## config.mk

```make
export PLATFORM = sky130hd
export DESIGN_NAME = mem_arbiter_flat
export DESIGN_NICKNAME = d
export VERILOG_FILES = /design/src/rtl/riscv_mem_pkg.sv /design/src/rtl/mem_arbiter_if.sv /design/src/rtl/arb_pick.sv /design/src/rtl/mem_arbiter.sv /design/src/flat_wrapper.sv
export SDC_FILE = /design/constraint.sdc
export NUM_CORES = 1
export LEC_CHECK = 0
export CAP_MARGIN = 30
export CORE_ASPECT_RATIO = 1.75
export CORE_UTILIZATION = 39
export CTS_CLUSTER_DIAMETER = 120
export DETAILED_ROUTE_END_ITERATION = 8
export MAX_ROUTING_LAYER = met4
export PLACE_DENSITY_LB_ADDON = 0.1
export SKIP_LAST_GASP = 1
export SLEW_MARGIN = 0
export SYNTH_ARGS = -nofsm -noshare
export SYNTH_HDL_FRONTEND = slang
export SYNTH_HIERARCHICAL = 1
export SYNTH_SLANG_ARGS = --single-unit
```

## constraint.sdc

```tcl
create_clock -name clk -period 2.21 [get_ports clk]
set_input_delay 0.3315 -clock clk [delete_from_list [all_inputs] [get_ports clk]]
set_output_delay 0.3315 -clock clk [all_outputs]
set_load 0.05 [all_outputs]
```

## src/rtl/riscv_mem_pkg.sv

```systemverilog
`default_nettype none
// ============================================================================
//  Module      : riscv_mem_pkg
//  Description : Shared types for the fetch/data memory arbiter: FSM state
//                encoding and owner encoding constants.
//  Revision    : 1.0 - initial release
// ============================================================================
package riscv_mem_pkg;

    // Arbiter FSM states
    typedef enum logic [1:0] {
        IDLE = 2'd0,
        REQ  = 2'd1,
        RESP = 2'd2
    } state_t;

    // Owner encoding, also the value seen on the owner output
    localparam logic c_owner_fetch = 1'b0;
    localparam logic c_owner_data  = 1'b1;

endpackage
`default_nettype wire

```

## src/rtl/mem_arbiter_if.sv

```systemverilog
`default_nettype none
// ============================================================================
//  Module      : mem_arbiter_if
//  Description : Bundle of the fetch port, data port and shared memory port
//                of the memory arbiter. The slave modport is the arbiter's
//                view; the master modport is the surrounding system's view.
//  Revision    : 1.0 - initial release
// ============================================================================
interface mem_arbiter_if #(
    parameter int ADDR_W = 32,
    parameter int DATA_W = 32
);
    // Instruction-fetch port
    logic                  if_req;
    logic [ADDR_W-1:0]     if_addr;
    logic                  if_gnt;
    logic                  if_rvalid;
    logic [DATA_W-1:0]     if_rdata;

    // Load/store port
    logic                  d_req;
    logic                  d_we;
    logic [ADDR_W-1:0]     d_addr;
    logic [DATA_W-1:0]     d_wdata;
    logic [DATA_W/8-1:0]   d_be;
    logic                  d_gnt;
    logic                  d_rvalid;
    logic [DATA_W-1:0]     d_rdata;

    // Shared memory port
    logic                  mem_req;
    logic                  mem_we;
    logic [ADDR_W-1:0]     mem_addr;
    logic [DATA_W-1:0]     mem_wdata;
    logic [DATA_W/8-1:0]   mem_be;
    logic                  mem_gnt;
    logic                  mem_rvalid;
    logic [DATA_W-1:0]     mem_rdata;

    modport slave (
        input  if_req, if_addr,
        output if_gnt, if_rvalid, if_rdata,
        input  d_req, d_we, d_addr, d_wdata, d_be,
        output d_gnt, d_rvalid, d_rdata,
        output mem_req, mem_we, mem_addr, mem_wdata, mem_be,
        input  mem_gnt, mem_rvalid, mem_rdata
    );

    modport master (
        output if_req, if_addr,
        input  if_gnt, if_rvalid, if_rdata,
        output d_req, d_we, d_addr, d_wdata, d_be,
        input  d_gnt, d_rvalid, d_rdata,
        input  mem_req, mem_we, mem_addr, mem_wdata, mem_be,
        output mem_gnt, mem_rvalid, mem_rdata
    );

endinterface
`default_nettype wire

```

## src/rtl/arb_pick.sv

```systemverilog
`default_nettype none
// ============================================================================
//  Module      : arb_pick
//  Description : Two-way winner selection between fetch and data requests.
//                Default: fixed priority, data wins. With ARB_RR_EN defined:
//                on contention the requester that was not granted last wins.
//                With no request the last owner is passed through.
//  Revision    : 1.0 - initial release
// ============================================================================
module arb_pick
    import riscv_mem_pkg::*;
(
    input  wire  i_if_req,
    input  wire  i_d_req,
    input  wire  i_last_owner,
    output logic o_winner
);

    // Winner selection
    always_comb begin
        o_winner = i_last_owner;
`ifdef ARB_RR_EN
        if (i_if_req && i_d_req) begin
            o_winner = (i_last_owner == c_owner_data) ? c_owner_fetch : c_owner_data;
        end else if (i_d_req) begin
            o_winner = c_owner_data;
        end else if (i_if_req) begin
            o_winner = c_owner_fetch;
        end
`else
        if (i_d_req) begin
            o_winner = c_owner_data;
        end else if (i_if_req) begin
            o_winner = c_owner_fetch;
        end
`endif
    end

endmodule
`default_nettype wire

```

## src/rtl/mem_arbiter.sv

```systemverilog
`default_nettype none
// ============================================================================
//  Module      : mem_arbiter
//  Description : Arbitrates an instruction-fetch port and a load/store port
//                onto a single memory port with at most one transaction in
//                flight. Winner attributes are latched at arbitration and
//                held on the memory port until accepted; the response is
//                registered and routed back to the owner.
//                Optional macro ARB_RR_EN selects round-robin arbitration
//                instead of fixed data priority.
//  Revision    : 1.0 - initial release
// ============================================================================
module mem_arbiter
    import riscv_mem_pkg::*;
#(
    parameter int ADDR_W = 32,
    parameter int DATA_W = 32
) (
    input  wire          clk,
    input  wire          rst_n,
    mem_arbiter_if.slave bus,
    output logic         busy,
    output logic         owner,
    output logic         err_unexp
);

    state_t                r_state;
    state_t                w_next;
    logic                  r_owner;
    logic                  r_we;
    logic [ADDR_W-1:0]     r_addr;
    logic [DATA_W-1:0]     r_wdata;
    logic [DATA_W/8-1:0]   r_be;
    logic [DATA_W-1:0]     r_rdata;
    logic                  r_if_rvalid;
    logic                  r_d_rvalid;
    logic                  r_err;

    logic                  w_any_req;
    logic                  w_arb;
    logic                  w_resp;
    logic                  w_winner;
    logic                  w_last;

    assign w_any_req = bus.if_req | bus.d_req;
    // Arbitrate from IDLE, or back-to-back on the response cycle
    assign w_arb     = w_any_req &
                       ((r_state == IDLE) | ((r_state == RESP) & bus.mem_rvalid));
    assign w_resp    = (r_state == RESP) & bus.mem_rvalid;

`ifdef ARB_RR_EN
    logic r_last;

    // Remember who was granted last; reset value lets data win first
    always_ff @(posedge clk or negedge rst_n) begin
        if (!rst_n) begin
            r_last <= c_owner_fetch;
        end else if ((r_state == REQ) && bus.mem_gnt) begin
            r_last <= r_owner;
        end
    end

    assign w_last = r_last;
`else
    assign w_last = r_owner;
`endif

    arb_pick u_arb_pick (
        .i_if_req     (bus.if_req),
        .i_d_req      (bus.d_req),
        .i_last_owner (w_last),
        .o_winner     (w_winner)
    );

    // FSM state register
    always_ff @(posedge clk or negedge rst_n) begin
        if (!rst_n) begin
            r_state <= IDLE;
        end else begin
            r_state <= w_next;
        end
    end

    // FSM next-state logic
    always_comb begin
        w_next = r_state;
        case (r_state)
            IDLE:    if (w_any_req)      w_next = REQ;
            REQ:     if (bus.mem_gnt)    w_next = RESP;
            RESP:    if (bus.mem_rvalid) w_next = w_any_req ? REQ : IDLE;
            default:                     w_next = IDLE;
        endcase
    end

    // FSM outputs: memory request, accept pulses and busy flag
    always_comb begin
        bus.mem_req = 1'b0;
        bus.if_gnt  = 1'b0;
        bus.d_gnt   = 1'b0;
        busy        = 1'b0;
        case (r_state)
            REQ: begin
                bus.mem_req = 1'b1;
                busy        = 1'b1;
                if (bus.mem_gnt) begin
                    if (r_owner == c_owner_data) begin
                        bus.d_gnt  = 1'b1;
                    end else begin
                        bus.if_gnt = 1'b1;
                    end
                end
            end
            RESP:    busy = 1'b1;
            default: ;
        endcase
    end

    // Latch the winner's attributes once, on the arbitration cycle only
    always_ff @(posedge clk or negedge rst_n) begin
        if (!rst_n) begin
            r_owner <= c_owner_fetch;
            r_we    <= 1'b0;
            r_addr  <= '0;
            r_wdata <= '0;
            r_be    <= '0;
        end else if (w_arb) begin
            r_owner <= w_winner;
            if (w_winner == c_owner_data) begin
                r_we    <= bus.d_we;
                r_addr  <= bus.d_addr;
                r_wdata <= bus.d_wdata;
                r_be    <= bus.d_be;
            end else begin
                r_we    <= 1'b0;
                r_addr  <= bus.if_addr;
                r_wdata <= '0;
                r_be    <= '1;
            end
        end
    end

    // Register the response, route it to the owner, flag stray responses
    always_ff @(posedge clk or negedge rst_n) begin
        if (!rst_n) begin
            r_if_rvalid <= 1'b0;
            r_d_rvalid  <= 1'b0;
            r_rdata     <= '0;
            r_err       <= 1'b0;
        end else begin
            r_if_rvalid <= w_resp & (r_owner == c_owner_fetch);
            r_d_rvalid  <= w_resp & (r_owner == c_owner_data);
            if (w_resp) begin
                r_rdata <= bus.mem_rdata;
            end
            if (bus.mem_rvalid && (r_state != RESP)) begin
                r_err <= 1'b1;
            end
        end
    end

    assign bus.mem_we    = r_we;
    assign bus.mem_addr  = r_addr;
    assign bus.mem_wdata = r_wdata;
    assign bus.mem_be    = r_be;
    assign bus.if_rvalid = r_if_rvalid;
    assign bus.d_rvalid  = r_d_rvalid;
    assign bus.if_rdata  = r_rdata;
    assign bus.d_rdata   = r_rdata;
    assign owner         = r_owner;
    assign err_unexp     = r_err;

endmodule
`default_nettype wire

```

## src/flat_wrapper.sv

```systemverilog
// flat-port wrapper written by rule: the top's interface ports become plain ports
module mem_arbiter_flat import riscv_mem_pkg::*;
#(
    parameter int ADDR_W = 32,
    parameter int DATA_W = 32
)
  (clk, rst_n, busy, owner, err_unexp, bus_if_req, bus_if_addr, bus_if_gnt, bus_if_rvalid, bus_if_rdata, bus_d_req, bus_d_we, bus_d_addr, bus_d_wdata, bus_d_be, bus_d_gnt, bus_d_rvalid, bus_d_rdata, bus_mem_req, bus_mem_we, bus_mem_addr, bus_mem_wdata, bus_mem_be, bus_mem_gnt, bus_mem_rvalid, bus_mem_rdata);
  mem_arbiter_if #(.ADDR_W(ADDR_W), .DATA_W(DATA_W)) bus_i ();
  input  wire clk;
  input  wire rst_n;
  output logic busy;
  output logic owner;
  output logic err_unexp;
  input wire logic [$bits(bus_i.if_req)-1:0] bus_if_req;
  input wire logic [$bits(bus_i.if_addr)-1:0] bus_if_addr;
  output wire logic [$bits(bus_i.if_gnt)-1:0] bus_if_gnt;
  output wire logic [$bits(bus_i.if_rvalid)-1:0] bus_if_rvalid;
  output wire logic [$bits(bus_i.if_rdata)-1:0] bus_if_rdata;
  input wire logic [$bits(bus_i.d_req)-1:0] bus_d_req;
  input wire logic [$bits(bus_i.d_we)-1:0] bus_d_we;
  input wire logic [$bits(bus_i.d_addr)-1:0] bus_d_addr;
  input wire logic [$bits(bus_i.d_wdata)-1:0] bus_d_wdata;
  input wire logic [$bits(bus_i.d_be)-1:0] bus_d_be;
  output wire logic [$bits(bus_i.d_gnt)-1:0] bus_d_gnt;
  output wire logic [$bits(bus_i.d_rvalid)-1:0] bus_d_rvalid;
  output wire logic [$bits(bus_i.d_rdata)-1:0] bus_d_rdata;
  output wire logic [$bits(bus_i.mem_req)-1:0] bus_mem_req;
  output wire logic [$bits(bus_i.mem_we)-1:0] bus_mem_we;
  output wire logic [$bits(bus_i.mem_addr)-1:0] bus_mem_addr;
  output wire logic [$bits(bus_i.mem_wdata)-1:0] bus_mem_wdata;
  output wire logic [$bits(bus_i.mem_be)-1:0] bus_mem_be;
  input wire logic [$bits(bus_i.mem_gnt)-1:0] bus_mem_gnt;
  input wire logic [$bits(bus_i.mem_rvalid)-1:0] bus_mem_rvalid;
  input wire logic [$bits(bus_i.mem_rdata)-1:0] bus_mem_rdata;
  assign bus_i.if_req = bus_if_req;
  assign bus_i.if_addr = bus_if_addr;
  assign bus_if_gnt = bus_i.if_gnt;
  assign bus_if_rvalid = bus_i.if_rvalid;
  assign bus_if_rdata = bus_i.if_rdata;
  assign bus_i.d_req = bus_d_req;
  assign bus_i.d_we = bus_d_we;
  assign bus_i.d_addr = bus_d_addr;
  assign bus_i.d_wdata = bus_d_wdata;
  assign bus_i.d_be = bus_d_be;
  assign bus_d_gnt = bus_i.d_gnt;
  assign bus_d_rvalid = bus_i.d_rvalid;
  assign bus_d_rdata = bus_i.d_rdata;
  assign bus_mem_req = bus_i.mem_req;
  assign bus_mem_we = bus_i.mem_we;
  assign bus_mem_addr = bus_i.mem_addr;
  assign bus_mem_wdata = bus_i.mem_wdata;
  assign bus_mem_be = bus_i.mem_be;
  assign bus_i.mem_gnt = bus_mem_gnt;
  assign bus_i.mem_rvalid = bus_mem_rvalid;
  assign bus_i.mem_rdata = bus_mem_rdata;
  mem_arbiter #(.ADDR_W(ADDR_W), .DATA_W(DATA_W)) u_core (.clk(clk), .rst_n(rst_n), .bus(bus_i), .busy(busy), .owner(owner), .err_unexp(err_unexp));
endmodule
```

==> reports/summary.txt <==
Run status -> finished, final reports clean
Number of cells in the design after placement -> 793
Post-Route Utilization -> 64.7%
Max cap viols -> 0
Number of synthesized register bits -> 107
Post-route DRC violation count -> 0
Number of nets with antenna violations after detailed routing -> 0
Final total power -> 14.3 mW
H-tree depth -> 3
Final sum of negative setup slack -> 0 ns
Avg Inst Size Synth -> 12.8 sq um
Initial antenna violation count -> 0
Ordered list of cells on the worst path -> clkdlybuf4s50_1
Family of cells with the greatest summed delay on the critical path -> buffers and inverters
Clock-pin slew on the worst setup and hold paths -> 0.07 ns
Detailed router's first-iteration violation count -> 101
Critical-path maximum fanout -> 7
Overall fraction of global-route tracks in use -> 19.7%
Number of cells on the worst hold path -> 1
Post-CTS setup buffer count -> 0
Reg-to-Reg Start -> u_core/r_state[0]$_DFFE_PN0P_
Longest Clk Path Bufs -> 2
Clock skew after layout -> 0.00605 ns
Standard cell core area -> 12400 sq um
Met2 wire length -> 6800 microns
Fin crit share -> 90.1%
Placed wire-length estimate after detailed placement -> 9600 microns
Post-synthesis cell area -> 4950 sq um
Mapped Cells -> 388
Gates resized, CTS repair -> 0
Average via count per standard cell -> 4.61
P_leak -> 3.51 nW
Number of distinct library cells after synthesis -> 22
Async S/R FF share, synth -> 100%
Worst hold path class -> register to register
Met1 wire length -> 4590 microns
Sink count of the clock tree -> 107
Type of element launching the critical path -> register
Sum of met3 wire segment lengths after detailed routing -> 891 microns
Area added between synthesis and finish -> 62.6%
Starting density of the core -> 39.8%
Standard-cell rows -> 54
Required time at the worst-slack endpoint -> 1.88 ns
Yosys top cell area share -> 54.1%
Total count of hold-check failures in the final report -> 0
Peak supply drop -> 0.926 mV
Combined area of the multi-input logic cells -> 1800 sq um
Slew HR -> 63.0%
End of the worst register-to-register path -> u_core/r_state[0]$_DFFE_PN0P_
Highest metal layer with signal wires -> met4
Critical hold path startpoint -> u_core/err_unexp$_DFFE_PN0P_
Number of filler instances in the final layout -> 1029
Cell at the slowest stage of the critical path -> clkdlybuf4s50_1
TritonCTS buffer count -> 9
Sequential share of the synthesized area -> 54.1%
TritonRoute pass-1 iters -> 4
RD Place Congestion -> 0.787
Vias -> 3735
Area leader, netlist -> dfrtp_1
WP buf/inv -> 1
Post-synth top flop -> dfrtp_1
Worst Hold Path EP -> u_core/err_unexp$_DFFE_PN0P_
Logic depth of the worst setup path including buffers -> 1
Source-to-sink clock delay at the later pin of the worst-skew pair -> 0.34 ns
Total area of sequential cells -> 2680 sq um
Clock Tree Root -> clkbuf_16
CP Data Arrival Time -> 1.66 ns
Number of slew-limit violations in the final report -> 0
Fraction of layout instances using a drive strength above 1 -> 19.7%
Number of global-route vias before repair -> 3848
Kind of end point of the critical path -> output pin
Number of warnings printed during yosys synthesis -> 6
Maximum clock frequency -> 502 MHz
R2R depth -> 6
WS Path Type -> register to output pin
RSZ-0062 raised after global routing -> false
Pin count of the biggest net entering global routing -> 46
Finish-stage setup viols -> 0
Delay contributed by the slowest stage of the critical path -> 0.85 ns
# port buffers -> 279
Non-filler instance count after layout -> 810
Commonest cells in the netlist -> dfrtp_1 (107), mux2_2 (97), buf_4 (39)
Final critical path time including I/O delays and setup -> 1.99 ns
Cell types with the largest area share after synthesis -> dfrtp_1 (54%), mux2_2 (22%), mux2i_1 (6.7%)
Power density normalized to cell area -> 1780 nW/um^2
Top-level port count -> 280
Total global routing overflow -> 0
Synthesized Nets -> 531
Die Area -> 13200 sq um
FF-to-FF setup slack -> 0.31 ns
Number of hold buffers added after cts -> 1
Number of nets at the end of the flow -> 780
Height of the die -> 151 microns
Width of the die -> 87.2 microns
Most frequently used cell type in the post-synthesis netlist -> dfrtp_1
Transition time at the pin with the least slew margin -> 0.554 ns
Count of flip-flops with a built-in enable after synthesis -> 0
Total wirelength of the detailed-routed design -> 12600 microns
Wire length of the first global-routing pass -> 19200 microns
Post-detailed-route wirelength per cell -> 15.5 microns
Clock tree from TritonCTS -> yes
## worst register-to-register path: cells and delay by family, from the launching register on
family,cells,cell delay (ns)
and+or+nand+nor,1,0.21
buffers and inverters,2,0.51
DFF,1,0.41
adders and majority gates,1,0.20
AOI/OAI and AO/OA,2,0.44
## metrics by stage
step | hold WS (ns) | instance area, sq um | setup slack, ns
3_5_place_dp | 0.318 | 7770 | 0.120
2_1_floorplan | 0.0359 | 4950 | 0.125
5_1_grt | 0.508 | 8040 | 0.164
3_3_place_gp | 0.319 | 7770 | 0.133
6_report | 0.469 | 8050 | 0.218
4_1_cts | 0.479 | 8040 | 0.193
## state kept, by name, indices dropped and copies added, names as in the netlist
name                  flops
u_core/err_unexp          1
u_core/bus.mem_we         1
u_core/bus.mem_wdata     32
u_core/bus.mem_be         4
u_core/bus.mem_addr      32
u_core/r_state            2
u_core/bus.if_rvalid      1
u_core/owner              1
u_core/bus.d_rvalid       1
u_core/bus.d_rdata       32
## how the worst max path moves through the flow
stage / from / to
floorplan: u_core/owner$_DFFE_PN0P_ / u_core/bus.mem_addr[11]$_DFFE_PN0P_
global placement: bus_d_req / u_core/bus.mem_addr[11]$_DFFE_PN0P_
CTS: u_core/owner$_DFFE_PN0P_ / owner
global route: u_core/owner$_DFFE_PN0P_ / owner
finish: u_core/owner$_DFFE_PN0P_ / owner
detailed placement: bus_mem_rvalid / u_core/r_state[0]$_DFFE_PN0P_
## placed cells by master (no fill, tap or decap), drive strengths merged
master	count
a21oi	1
clkdlybuf4s50	274
nor2	2
inv	37
diode	1
mux2i	33
ha	4
clkinv	2
nand2	34
nand2b	4
clkbuf	11
dlygate4sd3	1
nor3b	2
o32a	1
dfrtp	107
and3	2
o41ai	1
nor2b	3
o22ai	1
mux2	101
a21o	2
buf	14
o31ai	1
and2	1
clkinvlp	2
## per-layer routing
metal	up-vias	track usage, %
met2	170	35.0
met3	21	4.47
met1	1800	20.9
met5	-	-
met4	0	8.28
li1	1744	-
## logic make-up (layout without fill, tap and decap cells)
| group | after synthesis | after routing | synth area share [%] |
|---|---|---|---|
| muxes | 134 | 134 | 29.7 |
| DFF | 107 | 107 | 54.1 |
| buffers and inverters | 88 | 341 | 9.76 |
| and+or+nand+nor | 48 | 48 | 4.30 |
| AOI/OAI and AO/OA | 7 | 7 | 1.19 |
| adders and majority gates | 4 | 4 | 1.01 |
| other | 0 | 1 | 0 |
## final cells by class
cell class / instances / area share (%)
Inverter: 37 / 1.73
Clock inverter: 4 / 0.358
Antenna cell: 1 / 0.0311
Tap cell: 168 / 2.61
Sequential cell: 107 / 33.3
Timing Repair Buffer: 289 / 36.8
Multi-Input combinational cell: 193 / 22.3
Clock buffer: 11 / 2.89
## where the power goes
group | internal [mW] | switching, mW
clock | 0.759 | 0.690
sequential | 2.91 | 0.564
combinational | 3.43 | 5.98
total | 7.10 | 7.23
Power figures use the tool's default switching activity.
